<file path="config.mk">
export PLATFORM = sky130hd
export DESIGN_NAME = serial_add_ctrl
export DESIGN_NICKNAME = d
export VERILOG_FILES = /design/src/rtl/serial_add_ctrl.sv
export SDC_FILE = /design/constraint.sdc
export NUM_CORES = 1
export LEC_CHECK = 0
export ABC_AREA = 1
export BUFFER_PORTS_ARGS = -buffer_cell sky130_fd_sc_hd__buf_4
export CAP_MARGIN = 0
export CORE_ASPECT_RATIO = 1.4
export CORE_UTILIZATION = 51
export CTS_CLUSTER_DIAMETER = 50
export DETAILED_ROUTE_END_ITERATION = 16
export GPL_TIMING_DRIVEN = 0
export PLACE_DENSITY = 0.79
export SLEW_MARGIN = 5
export SYNTH_ARGS = -nofsm -noshare
export SYNTH_HDL_FRONTEND = slang
export SYNTH_SLANG_ARGS = --single-unit
</file>
<file path="constraint.sdc">
create_clock -name clk -period 1.3 [get_ports clk]
set_clock_uncertainty 0.05 [all_clocks]
set_input_delay 0.065 -clock clk [delete_from_list [all_inputs] [get_ports clk]]
set_output_delay 0.065 -clock clk [all_outputs]
set_load 0.005 [all_outputs]
</file>
<file path="src/rtl/serial_add_ctrl.sv">
// ============================================================================
// serial_add_ctrl
// ----------------------------------------------------------------------------
// Bit-serial adder controller. One external combinational full adder is
// sequenced LSB-first, one bit per clock. An IDLE -> RUN -> DONE state machine
// loads the operands, streams the bits through the full adder, and assembles
// the sum in a shift register.
//
// Optional feature (macro SERIAL_ADD_SUB_EN):
//   Adds input port `sub`. When sub=1 at start acceptance, ~op_b is loaded and
//   the carry is forced to 1, so the block computes op_a - op_b. In that case
//   cout=1 means no borrow occurred.
//
// Ports:
//   clk       in   rising-edge clock
//   rst_n     in   asynchronous active-low reset
//   start     in   request to begin; accepted in IDLE or DONE, ignored in RUN
//   op_a      in   [WIDTH] addend A
//   op_b      in   [WIDTH] addend B
//   cin       in   carry-in
//   sub       in   subtract select (only with SERIAL_ADD_SUB_EN)
//   fa_a      out  A bit to the full adder (0 outside RUN)
//   fa_b      out  B bit to the full adder (0 outside RUN)
//   fa_c      out  carry bit to the full adder (0 outside RUN)
//   fa_sum    in   sum bit from the full adder
//   fa_carry  in   carry bit from the full adder
//   busy      out  high in RUN
//   done      out  one-cycle pulse in DONE
//   result    out  [WIDTH] sum; held until the next accepted start
//   cout      out  final carry-out; held until the next accepted start
// ============================================================================
module serial_add_ctrl #(
    parameter int WIDTH = 8
) (
    input  logic             clk,
    input  logic             rst_n,
    input  logic             start,
    input  logic [WIDTH-1:0] op_a,
    input  logic [WIDTH-1:0] op_b,
    input  logic             cin,
`ifdef SERIAL_ADD_SUB_EN
    input  logic             sub,
`endif
    output logic             fa_a,
    output logic             fa_b,
    output logic             fa_c,
    input  logic             fa_sum,
    input  logic             fa_carry,
    output logic             busy,
    output logic             done,
    output logic [WIDTH-1:0] result,
    output logic             cout
);

    localparam int CW = (WIDTH > 1) ? $clog2(WIDTH) : 1;
    localparam logic [CW-1:0] LAST_CNT = CW'(WIDTH - 1);

    localparam logic [1:0] IDLE = 2'd0;
    localparam logic [1:0] RUN  = 2'd1;
    localparam logic [1:0] DONE = 2'd2;

    logic [1:0]       state_q;
    logic [1:0]       state_d;
    logic [WIDTH-1:0] a_q;
    logic [WIDTH-1:0] b_q;
    logic [WIDTH-1:0] res_q;
    logic             carry_q;
    logic             cout_q;
    logic [CW-1:0]    cnt_q;

    logic             accept_s;
    logic             last_s;
    logic [WIDTH-1:0] b_load_s;
    logic             c_load_s;

    // Start is honoured only outside RUN; last_s marks the final bit edge.
    always_comb begin
        accept_s = start && ((state_q == IDLE) || (state_q == DONE));
        last_s   = (state_q == RUN) && (cnt_q == LAST_CNT);
    end

    // Operand conditioning: subtraction is A + ~B + 1.
    always_comb begin
`ifdef SERIAL_ADD_SUB_EN
        if (sub) begin
            b_load_s = ~op_b;
            c_load_s = 1'b1;
        end else begin
            b_load_s = op_b;
            c_load_s = cin;
        end
`else
        b_load_s = op_b;
        c_load_s = cin;
`endif
    end

    // Next-state logic for the IDLE/RUN/DONE controller.
    always_comb begin
        state_d = state_q;
        case (state_q)
            IDLE: begin
                if (accept_s) state_d = RUN;
                else          state_d = IDLE;
            end
            RUN: begin
                if (last_s) state_d = DONE;
                else        state_d = RUN;
            end
            DONE: begin
                if (accept_s) state_d = RUN;
                else          state_d = IDLE;
            end
            default: state_d = IDLE;
        endcase
    end

    // State register.
    always_ff @(posedge clk or negedge rst_n) begin
        if (!rst_n) state_q <= IDLE;
        else        state_q <= state_d;
    end

    // Datapath: operand load on accept, one-bit shift per RUN cycle.
    always_ff @(posedge clk or negedge rst_n) begin
        if (!rst_n) begin
            a_q     <= {WIDTH{1'b0}};
            b_q     <= {WIDTH{1'b0}};
            res_q   <= {WIDTH{1'b0}};
            carry_q <= 1'b0;
            cout_q  <= 1'b0;
            cnt_q   <= {CW{1'b0}};
        end else begin
            case (state_q)
                RUN: begin
                    a_q     <= a_q >> 1;
                    b_q     <= b_q >> 1;
                    // Sum enters at the MSB so bit 0 lands at position 0
                    // after WIDTH shifts.
                    res_q   <= {fa_sum, res_q[WIDTH-1:1]};
                    carry_q <= fa_carry;
                    cnt_q   <= cnt_q + CW'(1);
                    if (last_s) cout_q <= fa_carry;
                    else        cout_q <= cout_q;
                end
                IDLE, DONE: begin
                    if (accept_s) begin
                        a_q     <= op_a;
                        b_q     <= b_load_s;
                        res_q   <= {WIDTH{1'b0}};
                        carry_q <= c_load_s;
                        cout_q  <= 1'b0;
                        cnt_q   <= {CW{1'b0}};
                    end else begin
                        a_q     <= a_q;
                        b_q     <= b_q;
                        res_q   <= res_q;
                        carry_q <= carry_q;
                        cout_q  <= cout_q;
                        cnt_q   <= cnt_q;
                    end
                end
                default: begin
                    a_q     <= {WIDTH{1'b0}};
                    b_q     <= {WIDTH{1'b0}};
                    res_q   <= {WIDTH{1'b0}};
                    carry_q <= 1'b0;
                    cout_q  <= 1'b0;
                    cnt_q   <= {CW{1'b0}};
                end
            endcase
        end
    end

    // Full-adder operands are driven only in RUN, straight from registers.
    always_comb begin
        if (state_q == RUN) begin
            fa_a = a_q[0];
            fa_b = b_q[0];
            fa_c = carry_q;
        end else begin
            fa_a = 1'b0;
            fa_b = 1'b0;
            fa_c = 1'b0;
        end
    end

    assign busy   = (state_q == RUN);
    assign done   = (state_q == DONE);
    assign result = res_q;
    assign cout   = cout_q;

endmodule

</file>
==> key figures, run 1 <==
Outcome
  – Outcome: completed

Clocking
  – Root cell of the clock tree: clkbuf_4
  – H-tree Lvls: 2
  – CTS tree: done
  – Clock Latency Late Sink: 0.33 ns
  – Clock Sinks: 31
  – Clock slew seen by the registers of the worst setup and hold paths: 0.09 ns
  – TritonCTS buffer count: 5
  – CTS Buffer Depth: 2

Global route
  – Initial antenna violation count: 0
  – Largest net degree at the start of global routing: 32
  – Met1 Use GR: 25.7%
  – Number of global-route vias before repair: 1,253
  – GRT Total Usage: 24.4%
  – First-pass GRT wire length: 5.03 mm
  – Grt met2 use: 43.4%
  – Top Usage Layer GRT: met2
  – Total gr overflow: 0
  – GRT met3 Usage: 6.88%

Yosys
  – Synth unique cells: 20
  – Mapped cell area: 0.00137 mm2
  – Mapped Nets: 177
  – Post-synth EDFFs: 0
  – Synth top area cells: dfrtp_1 (57%), nand2_1 (8.8%), o21ai_0 (6.6%)
  – Most frequent cells after synthesis: nand2_1 (32), dfrtp_1 (31), nor2_1 (20)
  – Mapped Cells: 153
  – Part of the Yosys area used for sequential elements: 56.8%
  – Ys flop type: dfrtp_1
  – YS warnings: 0
  – Async set or reset register ratio after synthesis: 100%
  – Yosys top cell by area: dfrtp_1
  – Synthesis-stage register bit count: 31
  – Most common cell in the netlist: nand2_1
  – Yosys top cell area share: 56.8%
  – Avg Cell Area, Syn: 8.93 um2

Worst setup path
  – Worst reg2reg path depth: 6
  – CP peak stage delay: 0.41 ns
  – Worst reg-to-reg setup slack: 0.03 ns
  – Reg-to-reg startpoint: state_q[1]
  – Setup crit end kind: output port
  – CP Launch Type: flip-flop
  – CP arrival: 1.17 ns
  – RR Endpoint: b_q[2]
  – Required @ worst endpoint: 1.19 ns
  – CP max stage cell: dfrtp_1
  – Crit-path max FO: 2
  – Most frequent cell on the critical path: buf_6
  – CP Class: flip-flop to output port
  – CP cell instances: buf_6 > nor2_4 > buf_6 > buf_6

Power and ir drop
  – Total Power: 4.06 mW
  – PD cells: 2060 mW/mm2
  – Max IR drop VDD: 1.23 mV
  – P_leak: 1.01 nW

Worst hold path
  – Worst hold path depth: 3
  – Class of the worst hold path: input pin to flip-flop
  – Hold Startpoint: op_a[6]
  – Worst hold endpoint: a_q[6]

STA
  – Fmax achieved: 776 MHz
  – Final period utilization: 99.1%
  – TNS Setup: 0 ns
  – Slew @ Worst Pin: 0.380 ns
  – Final hold vios: 0
  – RSZ-0062 raised after global routing: yes
  – Max-slew headroom: 74.6%
  – Final Setup Violations: 0
  – Max-slew violations: 0
  – Fin crit period: 1.29 ns

Placed design
  – DP Wirelength: 2.04 mm
  – Placed insts: 222
  – GP Congestion: 0.820
  – IO buf count: 35
  – Placed inst area: 0.00167 mm2

Drt
  – Antenna Nets Post-Route: 0
  – Vias: 1,275
  – Vias per inst: 5.08
  – WL final: 3.18 mm
  – TritonRoute pass-1 iters: 4
  – Routed WL per cell: 12.7 um
  – Initial DRC Count: 32
  – DRC: 0

Finish
  – Fill count: 188
  – Sequential cell area: 777 um2
  – Post-route cell area: 0.00197 mm2
  – Final Non-Filler Cells: 251
  – Final #Nets: 241
  – Footprint of the multi-input gates: 498 um2
  – Fraction of layout cells with a size suffix above 1: 32.7%
  – Area grow syn2layout: 44.4%
  – ANT cells: 0
  – Final Util: 79.9%

Die
  – # rows: 21
  – Die area: 0.00289 mm2
  – Core Area: 0.00247 mm2
  – Die H: 63.2 um
  – Initial Util: 55.3%
  – Die width: 45.7 um
  – Ports: 36

Run
  – Max-cap violations: 0
worst max path at each step:
stage	from	to	slack [ns]	cells after the start
after CTS	state_q[1]	fa_c	-0.009	5
after floorplan	cnt_q[0]	cout	0.16	7
after detailed placement	state_q[0]	b_q[3]	0.08	5
after global placement	cnt_q[0]	cout	0.08	7
final	state_q[1]	busy	0.01	4
after global routing	state_q[1]	busy	-0.04	4
cells by family after synthesis:
family                     synth area share, %
adders and majority gates                 1.83
DFF                                       56.8
AOI/OAI and AO/OA                         16.0
and+or+nand+nor                           17.5
buffers and inverters                     7.87
cells in the final DEF (no fill, tap or decap), drive strengths merged, types with 3 or more instances in the layout:
cell,Yosys,final
dfrtp,31,31
clkbuf,2,8
o22ai,6,6
inv,15,15
a21oi,15,15
nand2,33,33
o21ai,19,19
buf,5,48
nand3,3,3
nor2,21,21
dlygate4sd3,0,14
final cells by class:
type                       count  share of cell area (%)
multi-input combinational    100                    25.2
clock inverter                 1                   0.254
inverter                      15                    2.98
sequential                    31                    39.4
timing repair buffer          58                    24.9
tap                           34                    2.16
clock buffer                   6                    2.60
buffer                         6                    2.54
power breakdown:
part | total, mW | internal [mW] | switching, mW
Sequential | 1.63 | 1.38 | 0.244
Clock | 0.563 | 0.250 | 0.313
Combinational | 1.87 | 0.962 | 0.907
critical path, delay by kind of cell, from the launching register on:
| kind | cells | cell delay [ns] |
|---|---|---|
| DFF | 1 | 0.41 |
| buffers and inverters | 3 | 0.32 |
| and+or+nand+nor | 1 | 0.11 |
timing repair:
item,in CTS,in global routing
endpoints found under the setup margin,4,13
buffers inserted,7,2
hold buffers,14,0
hold endpoints to repair,44,0
pin swaps,2,1
gates resized for setup,8,9
routing by layer:
metal	routed length [um]	vias to the layer above
li1	-	621
met1	1270	611
met2	1720	39
met3	143	4
met4	42	0
met5	0	-
stage by stage:
| stage | hold WS (ns) | worst slack (ns) |
|---|---|---|
| 2_1_floorplan | -0.281 | 0.160 |
| 3_5_place_dp | -0.0369 | 0.0770 |
| 5_1_grt | 0.0157 | -0.0365 |
| 3_3_place_gp | -0.0395 | 0.0762 |
| 4_1_cts | 0.00293 | -0.00870 |
| 6_report | 0.00687 | 0.0112 |
flip-flops by register name (all words and copies together), names as in the netlist:
signal and flops:
cout 1, state_q 2, carry_q 1, a_q 8
cnt_q 3, result 8, b_q 8
No activity file was read; power rests on OpenSTA's default activity.
==> run 2: changes to the inputs <==
Settings changed: CELL_PAD_IN_SITES_DETAIL_PLACEMENT set to 1, CELL_PAD_IN_SITES_GLOBAL_PLACEMENT set to 1, CORE_UTILIZATION 51 to 38.
==> key figures, run 2 (synthesis gave the netlist of run 1 again) <==
Placed design
  – DP Wirelength: 2.42 mm
  – GP Congestion: 0.696
  – IO buf count: 35
  – Placed inst area: 0.00168 mm2
  – Placed insts: 228

Run
  – Max-cap violations: 0

Clocking
  – CTS Buffer Depth: 2
  – Root cell of the clock tree: clkbuf_8
  – Clock Latency Late Sink: 0.28 ns
  – TritonCTS buffer count: 5
  – Clock Sinks: 31
  – CTS tree: done
  – Clock slew seen by the registers of the worst setup and hold paths: 0.06 ns
  – H-tree Lvls: 2

Worst setup path
  – CP Class: flip-flop to output port
  – CP Launch Type: flip-flop
  – Setup crit end kind: output port
  – Critical path's top delay family: flip-flops
  – CP cell instances: inv_2 > nand2_2 > buf_6 > nor2_2 > buf_4
  – CP peak stage delay: 0.40 ns
  – Required @ worst endpoint: 1.19 ns
  – WP depth: 5
  – Worst reg2reg path depth: 7
  – Buf/Inv on CP: 3
  – CP max stage cell: dfrtp_1
  – CP arrival: 1.17 ns
  – Crit-path max FO: 4

STA
  – Fmax achieved: 778 MHz
  – Final period utilization: 98.9%
  – Final hold vios: 0
  – Fin crit period: 1.29 ns
  – Slew @ Worst Pin: 0.441 ns
  – TNS Setup: 0 ns
  – Max-slew violations: 0
  – Final Setup Violations: 0
  – Max-slew headroom: 70.6%
  – RSZ-0062 raised after global routing: yes

Power and ir drop
  – Max IR drop VDD: 1.29 mV
  – P_leak: 0.974 nW
  – Switch share: 36.2%
  – PD cells: 2210 mW/mm2
  – Int Power: 2.72 mW
  – Comb power frac: 45.3%
  – Total Power: 4.27 mW
  – Share of power burned in registers: 38.3%
  – Clock Power Share: 16.4%
  – Sw Pwr: 1.54 mW

Outcome
  – Outcome: completed

Global route
  – First-pass GRT wire length: 5.92 mm
  – Largest net degree at the start of global routing: 32
  – Number of global-route vias before repair: 1,338
  – GRT Total Usage: 21.7%
  – Total gr overflow: 0
  – Initial antenna violation count: 0

Drt
  – Vias per inst: 4.98
  – Routed WL per cell: 14.3 um
  – DRC: 0
  – Antenna Nets Post-Route: 0
  – Vias: 1,251
  – WL final: 3.58 mm
  – TritonRoute pass-1 iters: 4
  – Initial DRC Count: 14

Finish
  – Fill count: 420
  – Final Non-Filler Cells: 251
  – Most common cell after layout, fill and taps aside: buf_4
  – Most frequent cells in the layout: buf_4 (45), nand2_1 (31), dfrtp_1 (30), o21ai_0 (18), nor2_1 (17)
  – Final #Nets: 234
  – Post-route cell area: 0.00193 mm2
  – ANT cells: 0
  – Area grow syn2layout: 41.4%
  – Fraction of layout cells with a size suffix above 1: 34.6%

Die
  – # rows: 25
  – Initial Util: 40.1%
  – Core Area: 0.00341 mm2
  – Ports: 36
  – Die H: 73.0 um
  – Die area: 0.00384 mm2
  – Die width: 52.7 um

Worst hold path
  – Worst hold path depth: 3
  – Class of the worst hold path: input pin to flip-flop
## run 2: cell type report
cell class	count	area, um2	share of cell area (%)
well taps	40	50.0	2.59
clock inverters	1	5.00	0.259
inverters	15	61.3	3.17
plain buffers	7	57.6	2.98
flip-flops and latches	31	777	40.2
clock buffers	7	76.3	3.95
multi-input cells	100	510	26.4
repair buffers	50	394	20.4
## run 2: power by group through the flow
stage / Sequential [mW] / Combinational, mW / Clock (mW)
after floorplan: 1.59 / 0.987 / 0
after global placement: 1.61 / 1.53 / 0
after detailed placement: 1.64 / 1.62 / 0
after CTS: 1.63 / 1.81 / 0.733
after global routing: 1.68 / 2.16 / 0.771
final: 1.63 / 1.93 / 0.700
## run 2: worst paths after layout
check	endpoint	slack, ns	startpoint
max reg2reg	cout	0.06	cnt_q[0]
max in group asynchronous	state_q[0]	0.68	rst_n
min reg2reg	a_q[7]	0.44	a_q[7]
max	fa_a	0.01	state_q[1]
min in group asynchronous	result[7]	0.22	rst_n
min	a_q[5]	0.04	op_a[5]
## run 2: worst reg2reg max path: cells and delay by family, from the launching register on
family,cells,cell delay (ns)
AND/OR/NAND/NOR,4,0.29
flip-flops,1,0.40
adder cells (fa/ha/maj),2,0.38
buffers and inverters,1,0.07
## run 2: through the flow
stage / util, % / hold slack, ns / worst slack (ns)
after floorplan: - / -0.281 / 0.160
after global placement: 49.2 / -0.0348 / 0.0660
after detailed placement: 49.2 / -0.0244 / 0.0390
after CTS: 54.9 / 0.0345 / 0.00624
after global routing: 56.7 / 0.0566 / -0.0430
final: 56.7 / 0.0416 / 0.0145
## run 2: what timing repair did
item,in CTS,in global routing
gates resized for setup,7,10
hold endpoints to repair,35,0
setup endpoints to repair,4,9
pin swaps,0,2
hold buffers,6,0
setup buffers,5,4
## run 2: per-layer routing
layer,global-route usage (%),routed length [um],vias up
met3,6.25,136,2
li1,-,-,604
met4,7.02,19,0
met2,39.8,2060,32
met5,0,0,-
met1,22.9,1370,613
==> run 3: changes to the inputs <==
Settings changed: ABC_AREA 1 to not set, CORE_UTILIZATION 38 to 41.
==> key figures, run 3 <==
Outcome
  – Outcome: complete, but fails checks
  – Failing checks: negative setup slack

Die
  – Die area: 0.00355 mm2
  – Die H: 70.1 um
  – Initial Util: 43.5%
  – Ports: 36
  – Die width: 50.7 um
  – # rows: 24
  – Core Area: 0.00312 mm2

Clocking
  – H-tree Lvls: 2
  – Clock Latency Late Sink: 0.28 ns
  – CTS tree: done
  – Root cell of the clock tree: clkbuf_8
  – TritonCTS buffer count: 5
  – Clock Sinks: 31
  – Clock slew seen by the registers of the worst setup and hold paths: 0.07 ns
  – CTS Buffer Depth: 2

STA
  – TNS Setup: -0.105 ns
  – Fin crit period: 1.34 ns
  – Final period utilization: 103%
  – Slew @ Worst Pin: 0.386 ns
  – Max-slew violations: 0
  – Fmax achieved: 748 MHz
  – RSZ-0062 raised after global routing: yes
  – Final Setup Violations: 4
  – Worst setup margin: -0.0362 ns
  – Hold slack: 0.0256 ns
  – Final hold vios: 0
  – Max-slew headroom: 74.3%

Drt
  – Antenna Nets Post-Route: 0
  – WL final: 3.08 mm
  – Initial DRC Count: 8
  – TritonRoute pass-1 iters: 2
  – Vias: 1,003
  – Vias per inst: 5.36
  – DRC: 0
  – Routed WL per cell: 16.4 um

Power and ir drop
  – Max IR drop VDD: 1.27 mV
  – Comb power frac: 40.1%
  – Sw Pwr: 1.24 mW
  – Share of power burned in registers: 40.4%
  – Clock Power Share: 19.5%
  – Int Power: 2.66 mW
  – Switch share: 31.8%
  – P_leak: 0.922 nW
  – PD cells: 2090 mW/mm2

Finish
  – Area grow syn2layout: 37.1%
  – Most frequent cells in the layout: buf_4 (40), dfrtp_1 (31), mux2i_1 (18), o2bb2ai_1 (16), a22o_1 (10)
  – Final Util: 59.7%
  – ANT cells: 0
  – Fraction of layout cells with a size suffix above 1: 41.9%
  – Final Non-Filler Cells: 187
  – Final #Nets: 172
  – Most common cell after layout, fill and taps aside: buf_4

Yosys
  – Mapped Cells: 98
  – Synthesis-stage register bit count: 31
  – Most frequent cells after synthesis: dfrtp_1 (31), mux2i_1 (18), o2bb2ai_1 (16)
  – Async set or reset register ratio after synthesis: 100%
  – Yosys top cell area share: 57.1%
  – Synth unique cells: 18
  – YS warnings: 0
  – Post-synth EDFFs: 0
  – Synth top area cells: dfrtp_1 (57%), mux2i_1 (13%), o2bb2ai_1 (10%)
  – Yosys top cell by area: dfrtp_1
  – Avg Cell Area, Syn: 13.9 um2
  – Ys flop type: dfrtp_1
  – Mapped Nets: 122
  – Mapped cell area: 0.00136 mm2
  – Part of the Yosys area used for sequential elements: 57.1%
  – Most common cell in the netlist: dfrtp_1

Worst setup path
  – CP max stage cell: dfrtp_1
  – Setup crit end kind: output port
  – CP peak stage delay: 0.39 ns
  – Worst reg-to-reg setup slack: 0.07 ns
  – CP cell instances: nand2b_4 > inv_4 > buf_6 > and2_4 > buf_6
  – Most frequent cell on the critical path: buf_6
  – Crit-path max FO: 6
  – Required @ worst endpoint: 1.19 ns
  – CP Class: flip-flop to output port
  – Crit path launch: state_q[1]
  – Reg-to-reg startpoint: cnt_q[0]
  – WP depth: 5
  – Critical path endpoint: fa_c
  – Critical path's top delay family: flip-flops
  – RR Endpoint: cout
  – CP Launch Type: flip-flop
  – Worst reg2reg path depth: 4
  – CP arrival: 1.22 ns
  – Buf/Inv on CP: 3

Placed design
  – IO buf count: 34
  – DP Wirelength: 2.13 mm
  – Placed insts: 171
  – GP Congestion: 0.675

Global route
  – Number of global-route vias before repair: 1,110
  – Largest net degree at the start of global routing: 32
  – Initial antenna violation count: 0
  – Total gr overflow: 0
  – GRT Total Usage: 20.0%
  – First-pass GRT wire length: 5.15 mm

Worst hold path
  – Worst hold path depth: 3
  – Class of the worst hold path: input pin to flip-flop

Run
  – Max-cap violations: 0
## run 3: cell count changes in the layout (fill, tap and decap cells not counted), moves of 10 or more
cell	before	now
a21oi_1	10	0
a22o_1	0	10
inv_1	12	1
mux2i_1	0	18
nand2_1	31	0
nor2_1	17	2
o21ai_0	18	0
o2bb2ai_1	0	16
## run 3: metal layers
layer  track usage (%)  share of wire [%]
met1              23.0                 41
met2              34.7                 53
met3              5.45                4.7
met4              7.41                1.4
met5                 0                  0
## run 3: cell families (layout without fill, tap and decap cells)
logic type	Yosys count	count (layout)	synth area share (%)
AO/OA/AOI/OAI	27	27	17.2
adder cells (fa/ha/maj)	2	2	1.84
buffers and inverters	10	60	5.80
flip-flops	31	31	57.1
multiplexers	19	19	14.1
AND/OR/NAND/NOR	9	9	3.96
## run 3: cell type report
cell class                      instances  area, um2
Multi-Input combinational cell         57        519
Clock buffer                            6       82.6
Sequential cell                        31        776
Clock inverter                          1       5.00
Timing Repair Buffer                   44        352
Inverter                                2       10.0
Tap cell                               39       48.8
Fill cell                             326       1260
Buffer                                  7       70.1
## run 3: through the flow
step | total power [mW] | instance area (um2) | setup WS, ns
after global routing | 4.15 | 1860 | -0.0975
final | 3.90 | 1860 | -0.0362
after CTS | 3.94 | 1870 | -0.0378
after floorplan | 2.35 | 1360 | 0.125
after global placement | 2.82 | 1660 | 0.0881
after detailed placement | 2.92 | 1660 | 0.0501
## run 3: worst min-delay path by stage
stage             from      to  slack, ns
2_1_floorplan    rst_n  a_q[0]      -0.28
4_1_cts        op_b[0]  b_q[0]       0.02
5_1_grt        op_b[1]  b_q[1]       0.04
3_5_place_dp     rst_n  a_q[0]      -0.03
3_3_place_gp     rst_n  a_q[0]      -0.04
6_report       op_b[0]  b_q[0]       0.03
## run 3: worst register-to-register path, delay by kind of cell, from the launching register on
family                     cells  cell delay [ns]
adders and majority gates      2             0.44
DFF                            1             0.38
muxes                          1             0.17
AOI/OAI and AO/OA              1             0.09
## run 3: power groups by stage
stage / clock network, mW / registers, mW / logic, mW
2_1_floorplan: 0 / 1.53 / 0.822
3_3_place_gp: 0 / 1.55 / 1.27
3_5_place_dp: 0 / 1.58 / 1.34
4_1_cts: 0.774 / 1.58 / 1.59
5_1_grt: 0.804 / 1.62 / 1.73
6_report: 0.761 / 1.58 / 1.57
## run 3: repair_timing
| action | in CTS | in global routing |
|---|---|---|
| setup endpoints to repair | 4 | 11 |
| gates resized for setup | 10 | 1 |
| pin swaps | 3 | 1 |
| hold buffers | 4 | 0 |
| setup buffers | 6 | 0 |
| hold endpoints to repair | 34 | 0 |
